<file path="config.mk">
export PLATFORM = sky130hd
export DESIGN_NAME = controle_imediato
export DESIGN_NICKNAME = d
export VERILOG_FILES = /design/src/rtl/controle_pkg.sv /design/src/rtl/controle_imediato_decod.sv /design/src/rtl/controle_imediato.sv
export SDC_FILE = /design/constraint.sdc
export NUM_CORES = 1
export LEC_CHECK = 0
export BUFFER_PORTS_ARGS = -buffer_cell sky130_fd_sc_hd__buf_2
export CAP_MARGIN = 5
export CORE_MARGIN = 10
export CORE_UTILIZATION = 40
export DETAILED_ROUTE_END_ITERATION = 16
export MAX_ROUTING_LAYER = met4
export SETUP_SLACK_MARGIN = 0.3
export SLEW_MARGIN = 30
export SYNTH_ARGS = -nofsm -noshare
export SYNTH_HDL_FRONTEND = slang
export SYNTH_HIERARCHICAL = 1
export SYNTH_SLANG_ARGS = --single-unit
</file>
<file path="constraint.sdc">
create_clock -name clk -period 5.8 [get_ports clk]
set_input_delay 0.58 -clock clk [delete_from_list [all_inputs] [get_ports clk]]
set_output_delay 0.58 -clock clk [all_outputs]
set_load 0.03 [all_outputs]
</file>
<file path="src/rtl/controle_pkg.sv">
// Shared types and opcode constants for the I-type multicycle control slice.
package controle_pkg;

    typedef enum logic [2:0] {
        ST_IDLE = 3'd0,
        ST_EXEC = 3'd1,
        ST_MEM  = 3'd2,
        ST_WB   = 3'd3,
        ST_DONE = 3'd4,
        ST_ERR  = 3'd5
    } state_t;

    typedef enum logic [1:0] {
        EXT_SIGN = 2'b00,
        EXT_ZERO = 2'b01,
        EXT_LUI  = 2'b10
    } ext_mode_t;

    typedef enum logic [2:0] {
        ALU_NOP    = 3'b000,
        ALU_ADD    = 3'b001,
        ALU_SUB    = 3'b010,
        ALU_AND    = 3'b011,
        ALU_OR     = 3'b100,
        ALU_SLT    = 3'b101,
        ALU_PASS_B = 3'b110
    } alu_op_t;

    // How the FSM sequences an instruction after EXEC.
    typedef enum logic [2:0] {
        CLS_ALU   = 3'd0,
        CLS_ADDI  = 3'd1,
        CLS_LOAD  = 3'd2,
        CLS_STORE = 3'd3,
        CLS_BEQ   = 3'd4,
        CLS_BNE   = 3'd5
    } op_class_t;

    localparam logic [5:0] OP_ADDI  = 6'h08;
    localparam logic [5:0] OP_ADDIU = 6'h09;
    localparam logic [5:0] OP_SLTI  = 6'h0A;
    localparam logic [5:0] OP_ANDI  = 6'h0C;
    localparam logic [5:0] OP_ORI   = 6'h0D;
    localparam logic [5:0] OP_LUI   = 6'h0F;
    localparam logic [5:0] OP_LW    = 6'h23;
    localparam logic [5:0] OP_SW    = 6'h2B;
    localparam logic [5:0] OP_BEQ   = 6'h04;
    localparam logic [5:0] OP_BNE   = 6'h05;

    function automatic logic opcode_legal(input logic [5:0] op);
        case (op)
            OP_ADDI, OP_ADDIU, OP_SLTI, OP_ANDI, OP_ORI,
            OP_LUI, OP_LW, OP_SW, OP_BEQ, OP_BNE: opcode_legal = 1'b1;
            default:                              opcode_legal = 1'b0;
        endcase
    endfunction

endpackage

</file>
<file path="src/rtl/controle_imediato_decod.sv">
// Combinational opcode decoder: extender mode, ALU control and sequencing class.
module decod_imediato
    import controle_pkg::*;
(
    input  logic [5:0] opcode,
    output logic       legal,
    output logic [1:0] ext_mode,
    output logic [2:0] alu_op,
    output logic       alu_src_b,
    output logic [2:0] op_class
);

    ext_mode_t ext;
    alu_op_t   op;
    op_class_t cls;

    always_comb begin
        legal     = 1'b1;
        ext       = EXT_SIGN;
        op        = ALU_ADD;
        alu_src_b = 1'b1;
        cls       = CLS_ALU;
        case (opcode)
            OP_ADDI:  cls = CLS_ADDI;
            OP_ADDIU: cls = CLS_ALU;
            OP_SLTI:  op  = ALU_SLT;
            OP_ANDI: begin
                op  = ALU_AND;
                ext = EXT_ZERO;
            end
            OP_ORI: begin
                op  = ALU_OR;
                ext = EXT_ZERO;
            end
            OP_LUI: begin
                op  = ALU_PASS_B;
                ext = EXT_LUI;
            end
            OP_LW:    cls = CLS_LOAD;
            OP_SW:    cls = CLS_STORE;
            // Branches compare two registers, so the immediate is not on port B.
            OP_BEQ: begin
                op        = ALU_SUB;
                alu_src_b = 1'b0;
                cls       = CLS_BEQ;
            end
            OP_BNE: begin
                op        = ALU_SUB;
                alu_src_b = 1'b0;
                cls       = CLS_BNE;
            end
            default: begin
                legal     = 1'b0;
                op        = ALU_NOP;
                alu_src_b = 1'b0;
            end
        endcase
    end

    assign ext_mode = ext;
    assign alu_op   = op;
    assign op_class = cls;

endmodule

</file>
<file path="src/rtl/controle_imediato.sv">
// Multicycle control FSM for I-type instructions, entered after fetch/decode
// and handing back with a one-cycle done.
module controle_imediato
    import controle_pkg::*;
#(
    parameter int MEM_TIMEOUT = 15
) (
    input  logic       clk,
    input  logic       reset,
    input  logic       start,
    input  logic [5:0] opcode,
    input  logic       alu_zero,
    input  logic       alu_overflow,
    input  logic       mem_ready,
    output logic       busy,
    output logic       done,
    output logic [1:0] ext_mode,
    output logic       alu_src_b,
    output logic [2:0] alu_op,
    output logic       reg_write,
    output logic       mem_to_reg,
    output logic       mem_read,
    output logic       mem_write,
    output logic       pc_write_cond,
    output logic       illegal_op,
    output logic       overflow_exc,
    output logic       mem_error
);

    localparam int CW = $clog2(MEM_TIMEOUT + 1);

    state_t        state;
    logic [CW-1:0] wait_cnt;
    logic [5:0]    op_q;

    logic       dec_legal;
    logic [1:0] dec_ext;
    logic [2:0] dec_alu;
    logic       dec_src_b;
    logic [2:0] dec_class;
    op_class_t  cls;
    logic       mem_timeout;

    decod_imediato u_decod (
        .opcode    (op_q),
        .legal     (dec_legal),
        .ext_mode  (dec_ext),
        .alu_op    (dec_alu),
        .alu_src_b (dec_src_b),
        .op_class  (dec_class)
    );

    assign cls         = op_class_t'(dec_class);
    assign mem_timeout = (wait_cnt == CW'(MEM_TIMEOUT));

    always_ff @(posedge clk) begin
        if (reset) begin
            state    <= ST_IDLE;
            wait_cnt <= '0;
            op_q     <= '0;
        end else begin
            case (state)
                ST_IDLE: begin
                    if (start) begin
                        op_q  <= opcode;
                        state <= opcode_legal(opcode) ? ST_EXEC : ST_ERR;
                    end
                end
                ST_EXEC: begin
                    case (cls)
                        CLS_ADDI:            state <= alu_overflow ? ST_IDLE : ST_WB;
                        CLS_LOAD, CLS_STORE: begin
                            state    <= ST_MEM;
                            wait_cnt <= CW'(1);
                        end
                        CLS_BEQ, CLS_BNE:    state <= ST_DONE;
                        default:             state <= ST_WB;
                    endcase
                end
                // A ready in the timeout cycle still completes the access.
                ST_MEM: begin
                    if (mem_ready) begin
                        state    <= (cls == CLS_LOAD) ? ST_WB : ST_DONE;
                        wait_cnt <= '0;
                    end else if (mem_timeout) begin
                        state    <= ST_IDLE;
                        wait_cnt <= '0;
                    end else begin
                        wait_cnt <= wait_cnt + CW'(1);
                    end
                end
                ST_WB:   state <= ST_DONE;
                ST_DONE: state <= ST_IDLE;
                ST_ERR:  state <= ST_IDLE;
                default: state <= ST_IDLE;
            endcase
        end
    end

    // Outputs decode the registered state and opcode; only the EXEC branch
    // and overflow results look at the live ALU flags.
    always_comb begin
        busy          = (state != ST_IDLE);
        done          = 1'b0;
        ext_mode      = EXT_SIGN;
        alu_src_b     = 1'b0;
        alu_op        = ALU_NOP;
        reg_write     = 1'b0;
        mem_to_reg    = 1'b0;
        mem_read      = 1'b0;
        mem_write     = 1'b0;
        pc_write_cond = 1'b0;
        illegal_op    = 1'b0;
        overflow_exc  = 1'b0;
        mem_error     = 1'b0;
        case (state)
            ST_EXEC: begin
                ext_mode      = dec_ext;
                alu_src_b     = dec_src_b;
                alu_op        = dec_alu;
                pc_write_cond = ((cls == CLS_BEQ) && alu_zero) ||
                                ((cls == CLS_BNE) && !alu_zero);
                overflow_exc  = (cls == CLS_ADDI) && alu_overflow;
            end
            ST_MEM: begin
                ext_mode  = dec_ext;
                mem_read  = (cls == CLS_LOAD);
                mem_write = (cls == CLS_STORE);
                mem_error = mem_timeout && !mem_ready;
            end
            ST_WB: begin
                ext_mode   = dec_ext;
                reg_write  = 1'b1;
                mem_to_reg = (cls == CLS_LOAD);
            end
            ST_DONE: begin
                ext_mode = dec_ext;
                done     = 1'b1;
            end
            ST_ERR:  illegal_op = !dec_legal;
            default: ;
        endcase
    end

endmodule

</file>
Word-level counts from Yosys, hierarchy flattened
Cells that the tools add are included.
- output and inout port bits: 16
- word-level logic and storage cells: 94
- register bits after elaboration: 13
- muxes and demuxes: 33
- eq/ne operators: 34
- reductions and logical operators: 23
- add/subtract/negate cells: 1
- operators with widths (cell ; number):
    6-bit by 4-bit == test with 1-bit output (second input constant) ; 12
    6-bit by 3-bit == test with 1-bit output (second input constant) ; 4
    6-bit == test (second input constant) ; 4
    10-bit OR reduction ; 2
    3-bit two-way mux ; 6
    3-bit one-hot mux with 6 select lines ; 1
    1-bit two-way mux ; 16
    3-bit one-hot mux with 5 select lines ; 1
    3-bit by 2-bit == test with 1-bit output (second input constant) ; 4
    3-bit == test (second input constant) ; 4
    4-bit two-way mux ; 3
    3-bit one-hot mux with 4 select lines ; 1
    3-bit one-hot mux with 3 select lines ; 1
    4-bit one-hot mux with 2 select lines ; 1
    2-bit OR reduction ; 4
    4-bit OR reduction ; 2
    8-bit OR reduction ; 1
    3-bit by 1-bit == test with 1-bit output (second input constant) ; 2
    2-bit AND reduction ; 3
    4-bit by 1-bit adder with 4-bit output (second input constant) ; 1
    4-bit == test (second input constant) ; 1
    1-bit logical AND ; 4
    2-bit two-way mux ; 2
    2-bit one-hot mux with 2 select lines ; 1
    8 further kinds ; 10

Longest topological paths before layout
- depth in word-level cells: 9
- mapped depth: 9
- gate-level depth less buffers: 8

Cells and area by module
Netlist, hierarchy kept.
- modules (own cells, without submodules) (module ; times used ; sequential area each (um^2) ; area each (um^2) ; cells an instance):
    controle_imediato ; 1 ; 260.2 ; 873.3 ; 104
    decod_imediato ; 1 ; 0.0 ; 241.5 ; 36

Worst setup path after synthesis
No wires, ideal clock.
- path type: register -> output
- start: register op_q[4]
- end: output illegal_op
- required time: 5220 ps
- cell stages (with the launch flop): 6
- arrival time: 1839 ps
- path buffers: 1
- setup slack: 3381 ps
- cell sequence: dfxtp_1 > buf_2 > nand2b_1 > o32a_1 > o31ai_1 > nor4bb_1
- cells in the longest elaborated chain, start to end: 5
- elaborated cells between the ends (all ways): 14
- RTL lines (item ; line ; text):
    start: declaration ; controle_imediato.sv:34 ; logic [5:0] op_q;
    start signal: assignment ; controle_imediato.sv:65 ; op_q <= opcode;
    6-bit by 4-bit == test with 1-bit output (tied with other cells) ; controle_imediato_decod.sv:23 ; case (opcode)
    10-bit OR reduction (no source line) * ; - ;
    1-bit two-way mux * ; controle_imediato_decod.sv:23 ;
    named net dec_legal ; controle_imediato.sv:36 ; logic dec_legal;
    1-bit zero test * ; controle_imediato.sv:140 ; ST_ERR: illegal_op = !dec_legal;
    1-bit two-way mux * ; controle_imediato.sv:116 ; case (state)
    end: declaration ; controle_imediato.sv:25 ; output logic illegal_op,
Mark *: on every way through the listed nets, which the timed path passes. The rest lies on a longest branch.

Final worst setup path
- start: register op_q[1]
- end: output mem_read
- cells in the longest elaborated chain, start to end: 4
- elaborated cells between the ends (all ways): 8
- RTL lines (item ; line ; text):
    6-bit by 3-bit == test with 1-bit output (tied with other cells) ; controle_imediato_decod.sv:23 ;
    3-bit one-hot mux with 5 select lines * ; controle_imediato_decod.sv:23 ;
    named net cls[1] ; controle_imediato.sv:41 ; op_class_t cls;
    3-bit by 2-bit == test with 1-bit output * ; controle_imediato.sv:127 ; mem_read = (cls == CLS_LOAD);
    1-bit two-way mux * ; controle_imediato.sv:116 ;
    end: declaration ; controle_imediato.sv:22 ; output logic mem_read,
Marks and branches as above.

==> results.md <==
| Stage | Parameter | This run |
| --- | --- | --- |
| run status | Status | finished clean |
| logic synthesis | Number of enable-type register cells in the synthesized netlist | 0 |
| die | CORE AREA | 2710 µm² |
| global route | Global-route wire length before repair | 4.574 mm |
| setup path | Crit path kind | flip-flop to output port |
| sta | Number of failing setup endpoints in the final timing report | 0 |
| power | Power per cell area | 258.8 nW/µm² |
| sta | Unrepaired setup endpoints after global routing | false |
| job | Count of max-cap constraint violations | 0 |
| setup path | Endpoint type of the worst setup path | output port |
| sta | Final-report max-slew violation count | 0 |
| cells and area | Area overhead of the layout relative to synthesis | 13.58% |
| sta | Worst Tran Pin Value | 0.7884 ns |
| sta | Final hold violations | 0 |
| clocking | Clock tree from TritonCTS | built |
| route | DRC errors left | 0 |
| global route | Total grt overflow | 0 |
| logic synthesis | Net count after synthesis | 155 |
| global route | Initial antenna violation count | 0 |
| setup path | End of the worst register-to-register path | state[1]$_SDFFE_PP0P_ |
| global route | Vias in the first global route | 1037 |
| die | Number of standard-cell rows in the floorplan | 19 |
| clocking | Buffer count from post-CTS setup fixing | 0 |
| sta | Minimum clock period after layout | 2.800 ns |
| cells and area | N_diodes | 0 |
| route | Count of antenna-violating nets left after detailed routing | 0 |
| logic synthesis | Synth cell types | 51 |
| setup path | Capture point of the worst path | mem_read |
| power | Leakage power total | 0.0005746 µW |
| sta | Largest clock skew in the final design | 0.0006513 ns |
| min path | Class of the most critical hold timing path | flip-flop to flip-flop |
| global route | Combined global-route utilization of all metal layers | 0.1066 |
| placement | Port Buffer Count | 27 |
| logic synthesis | Largest family of logic cells by synthesized area | simple AND/OR/NAND/NOR gates |
| clocking | Resized cells post-CTS | 0 |
| sta | Final period utilization | 0.4827 |
| logic synthesis | Post-synthesis cell count | 140 |
| sta | Relative slew slack | 0.4696 |
| placement | Final HPWL DP | 2.158 mm |
| die | Die extent in y | 72.79 µm |
| route | First-pass detailed-route iteration total | 4 |
| logic synthesis | Synth Area in Adders | 0.03367 |
| cells and area | Fillcell total | 298 |
| clocking | Buffer depth of the longest clock path | 2 |
| logic synthesis | Multiplexer share of the synthesized area | 0.06285 |
| logic synthesis | #FFs+latches synth | 13 |
| setup path | Arrival @ worst endpoint | 2.22 ns |
| logic synthesis | Yosys warning count | 6 |
| route | First DRT Iteration DRCs | 114 |
| cells and area | Register area | 260.3 µm² |
| cells and area | Area used by multi-input combinational logic | 787.0 µm² |
| clocking | Clock sink total | 13 |
| sta | Fmax | 0.3572 GHz |
| logic synthesis | Cell area after synthesis | 1115 µm² |
| route | Total length of routed wires | 2.664 mm |
| cells and area | Share of cells above drive strength 1 | 0.2561 |
| cells and area | Final net count | 180 |
| logic synthesis | Proportion of synthesized flip-flops having asynchronous set or reset | 0 |
| placement | Routability cong. | 0.7828 |
| sta | Total Neg Setup Slack | 0 ns |
| logic synthesis | Post-synth top flop | sky130_fd_sc_hd__dfxtp_1 |
| die | Die width | 72.79 µm |
| setup path | Reg-to-reg setup timing slack | 3.51 ns |
| setup path | Worst setup path startpoint | op_q[1]$_SDFFE_PP0P_ |
| die | Initial Utilization | 0.4114 |
| clocking | Hold buffer count at CTS | 0 |
| global route | Maximum number of pins on one net before global-route repair | 16 |
| clocking | CTS root buffer | sky130_fd_sc_hd__clkbuf_4 |
| setup path | Maximum fanout along the worst path | 15 |
| route | Via-to-Cell Ratio | 5.446 |
| setup path | Start of the worst register-to-register path | op_q[0]$_SDFFE_PP0P_ |
| setup path | Nature of the critical path startpoint | flip-flop |
| logic synthesis | Basic-gate share of the synthesized area counting and, or, nand and nor cells | 0.4164 |
| placement | Pre-CTS worst setup slack | 3.303 ns |
| clocking | Clock latency reported for the late side of the worst-skew pair | 0.28 ns |
| logic synthesis | Part of the Yosys area used for sequential elements | 0.2334 |
| die | Floorplan die area | 5298 µm² |
| clocking | Clock-pin slew on the worst setup and hold paths | 0.08 ns |
| clocking | Maximum level of the CTS H-tree | 1 |
| route | Total vias in the final route | 1062 |
| logic synthesis | Mean Syn Cell Area | 7.963 µm² |
| logic synthesis | Compound-Gate Fraction of Synth Area | 0.1773 |
| setup path | Required arrival time at the worst endpoint | 5.22 ns |
| die | I/O pin count | 28 |
| setup path | R2R depth | 7 |
| power | Peak ir drop on the vdd network | 0.1478 mV |
| route | Average wire per standard cell | 13.66 µm |
| clocking | TritonCTS buffer count | 3 |
| logic synthesis | Post-Synth XOR/XNOR Area | 0.01571 |
| sta | Crit path setup slack, layout | 3.000 ns |
cell usage in the layout (no fill, tap or decap), types with 2 or more instances in the layout:
master and n:
sky130_fd_sc_hd__inv_1 5, sky130_fd_sc_hd__nor4_1 2, sky130_fd_sc_hd__nor2_1 18, sky130_fd_sc_hd__o21ai_1 2, sky130_fd_sc_hd__nand3_1 3, sky130_fd_sc_hd__dfxtp_1 13
sky130_fd_sc_hd__mux2i_1 7, sky130_fd_sc_hd__a21oi_2 2, sky130_fd_sc_hd__o21ai_0 4, sky130_fd_sc_hd__a211oi_1 2, sky130_fd_sc_hd__buf_2 27, sky130_fd_sc_hd__nand3b_1 2
sky130_fd_sc_hd__and2_1 11, sky130_fd_sc_hd__nor2b_1 3, sky130_fd_sc_hd__and3_1 5, sky130_fd_sc_hd__a21oi_1 5, sky130_fd_sc_hd__nor3_1 4, sky130_fd_sc_hd__nand2_1 8
sky130_fd_sc_hd__clkbuf_4 3, sky130_fd_sc_hd__nor3b_1 2, sky130_fd_sc_hd__or3_1 3, sky130_fd_sc_hd__ha_1 3, sky130_fd_sc_hd__nor3b_2 2, sky130_fd_sc_hd__a31oi_1 2
worst min path at each step:
stage               slack [ns]                        to                      from  depth (start not counted)
CTS                       0.51  wait_cnt[2]$_SDFFE_PP0P_  wait_cnt[2]$_SDFFE_PP0P_                          1
detailed placement        0.50  wait_cnt[2]$_SDFFE_PP0P_  wait_cnt[2]$_SDFFE_PP0P_                          1
global route              0.53  wait_cnt[2]$_SDFFE_PP0P_  wait_cnt[2]$_SDFFE_PP0P_                          1
finish                    0.50  wait_cnt[0]$_SDFFE_PP0P_  wait_cnt[0]$_SDFFE_PP0P_                          2
global placement          0.48  wait_cnt[2]$_SDFFE_PP0P_  wait_cnt[2]$_SDFFE_PP0P_                          1
floorplan                 0.45      op_q[4]$_SDFFE_PP0P_      op_q[4]$_SDFFE_PP0P_                          2
power by group:
group	switching (µW)	total, µW	internal, µW
logic	81.5	140	58.9
registers	29.2	131	101
clock network	30.0	56.7	26.7
logic make-up after synthesis:
kind of cell	count (synthesis)
AOI/OAI and AO/OA	28
xor gates and xnor gates	2
adders and majority gates	3
buffers and inverters	12
DFF	13
muxes	7
and+or+nand+nor	75
synth_stat cells (3+ instances only):
library cell	n	area, µm²
sky130_fd_sc_hd__buf_2	3	15.01
sky130_fd_sc_hd__nand2_1	8	30.03
sky130_fd_sc_hd__dfxtp_1	13	260.3
sky130_fd_sc_hd__nor2b_1	3	18.77
sky130_fd_sc_hd__nand3_1	3	15.01
sky130_fd_sc_hd__and3_1	5	31.28
sky130_fd_sc_hd__and2_1	11	68.82
sky130_fd_sc_hd__mux2i_1	7	70.07
sky130_fd_sc_hd__nor2_1	18	67.56
sky130_fd_sc_hd__o21ai_0	4	20.02
sky130_fd_sc_hd__inv_1	5	18.77
sky130_fd_sc_hd__nor3_1	4	20.02
sky130_fd_sc_hd__or3_1	3	18.77
sky130_fd_sc_hd__a21oi_1	5	25.02
sky130_fd_sc_hd__ha_1	3	37.54
area by class of cell:
class / instances / area share
multi-input combinational: 115 / 0.6215
sequential: 13 / 0.2055
timing repair buffer: 27 / 0.1067
clock buffer: 4 / 0.02075
inverter: 5 / 0.01482
tap: 31 / 0.03063
critical path: stages (launching register included):
cell and delay [ns]:
sky130_fd_sc_hd__dfxtp_1 0.59, sky130_fd_sc_hd__nand4b_1 0.24, sky130_fd_sc_hd__nor2_1 0.30, sky130_fd_sc_hd__nor3b_1 0.40, sky130_fd_sc_hd__and2_1 0.20, sky130_fd_sc_hd__buf_2 0.20
flip-flops by register name (all words and copies together), names as in the netlist:
signal / flops
wait_cnt: 4
state: 3
op_q: 6
metal layers:
layer,up-vias,wire [µm],track usage
li1,553,-,-
met1,483,1183,0.1188
met2,22,1296,0.1773
met3,4,159,0.02857
met4,0,25,0.04008
met5,-,0,-
stage by stage:
stage	hold slack, ns	instance area, µm²	std cells	utilization	total power [µW]
2_1_floorplan	0.4546	1115	140	-	246.2
3_3_place_gp	0.4845	1240	191	0.4575	272.8
3_5_place_dp	0.4959	1240	191	0.4575	274.9
4_1_cts	0.5080	1266	195	0.4672	332.0
5_1_grt	0.5300	1266	195	0.4672	356.2
6_report	0.5008	1266	195	0.4672	327.7
Power figures use the tool's default switching activity.
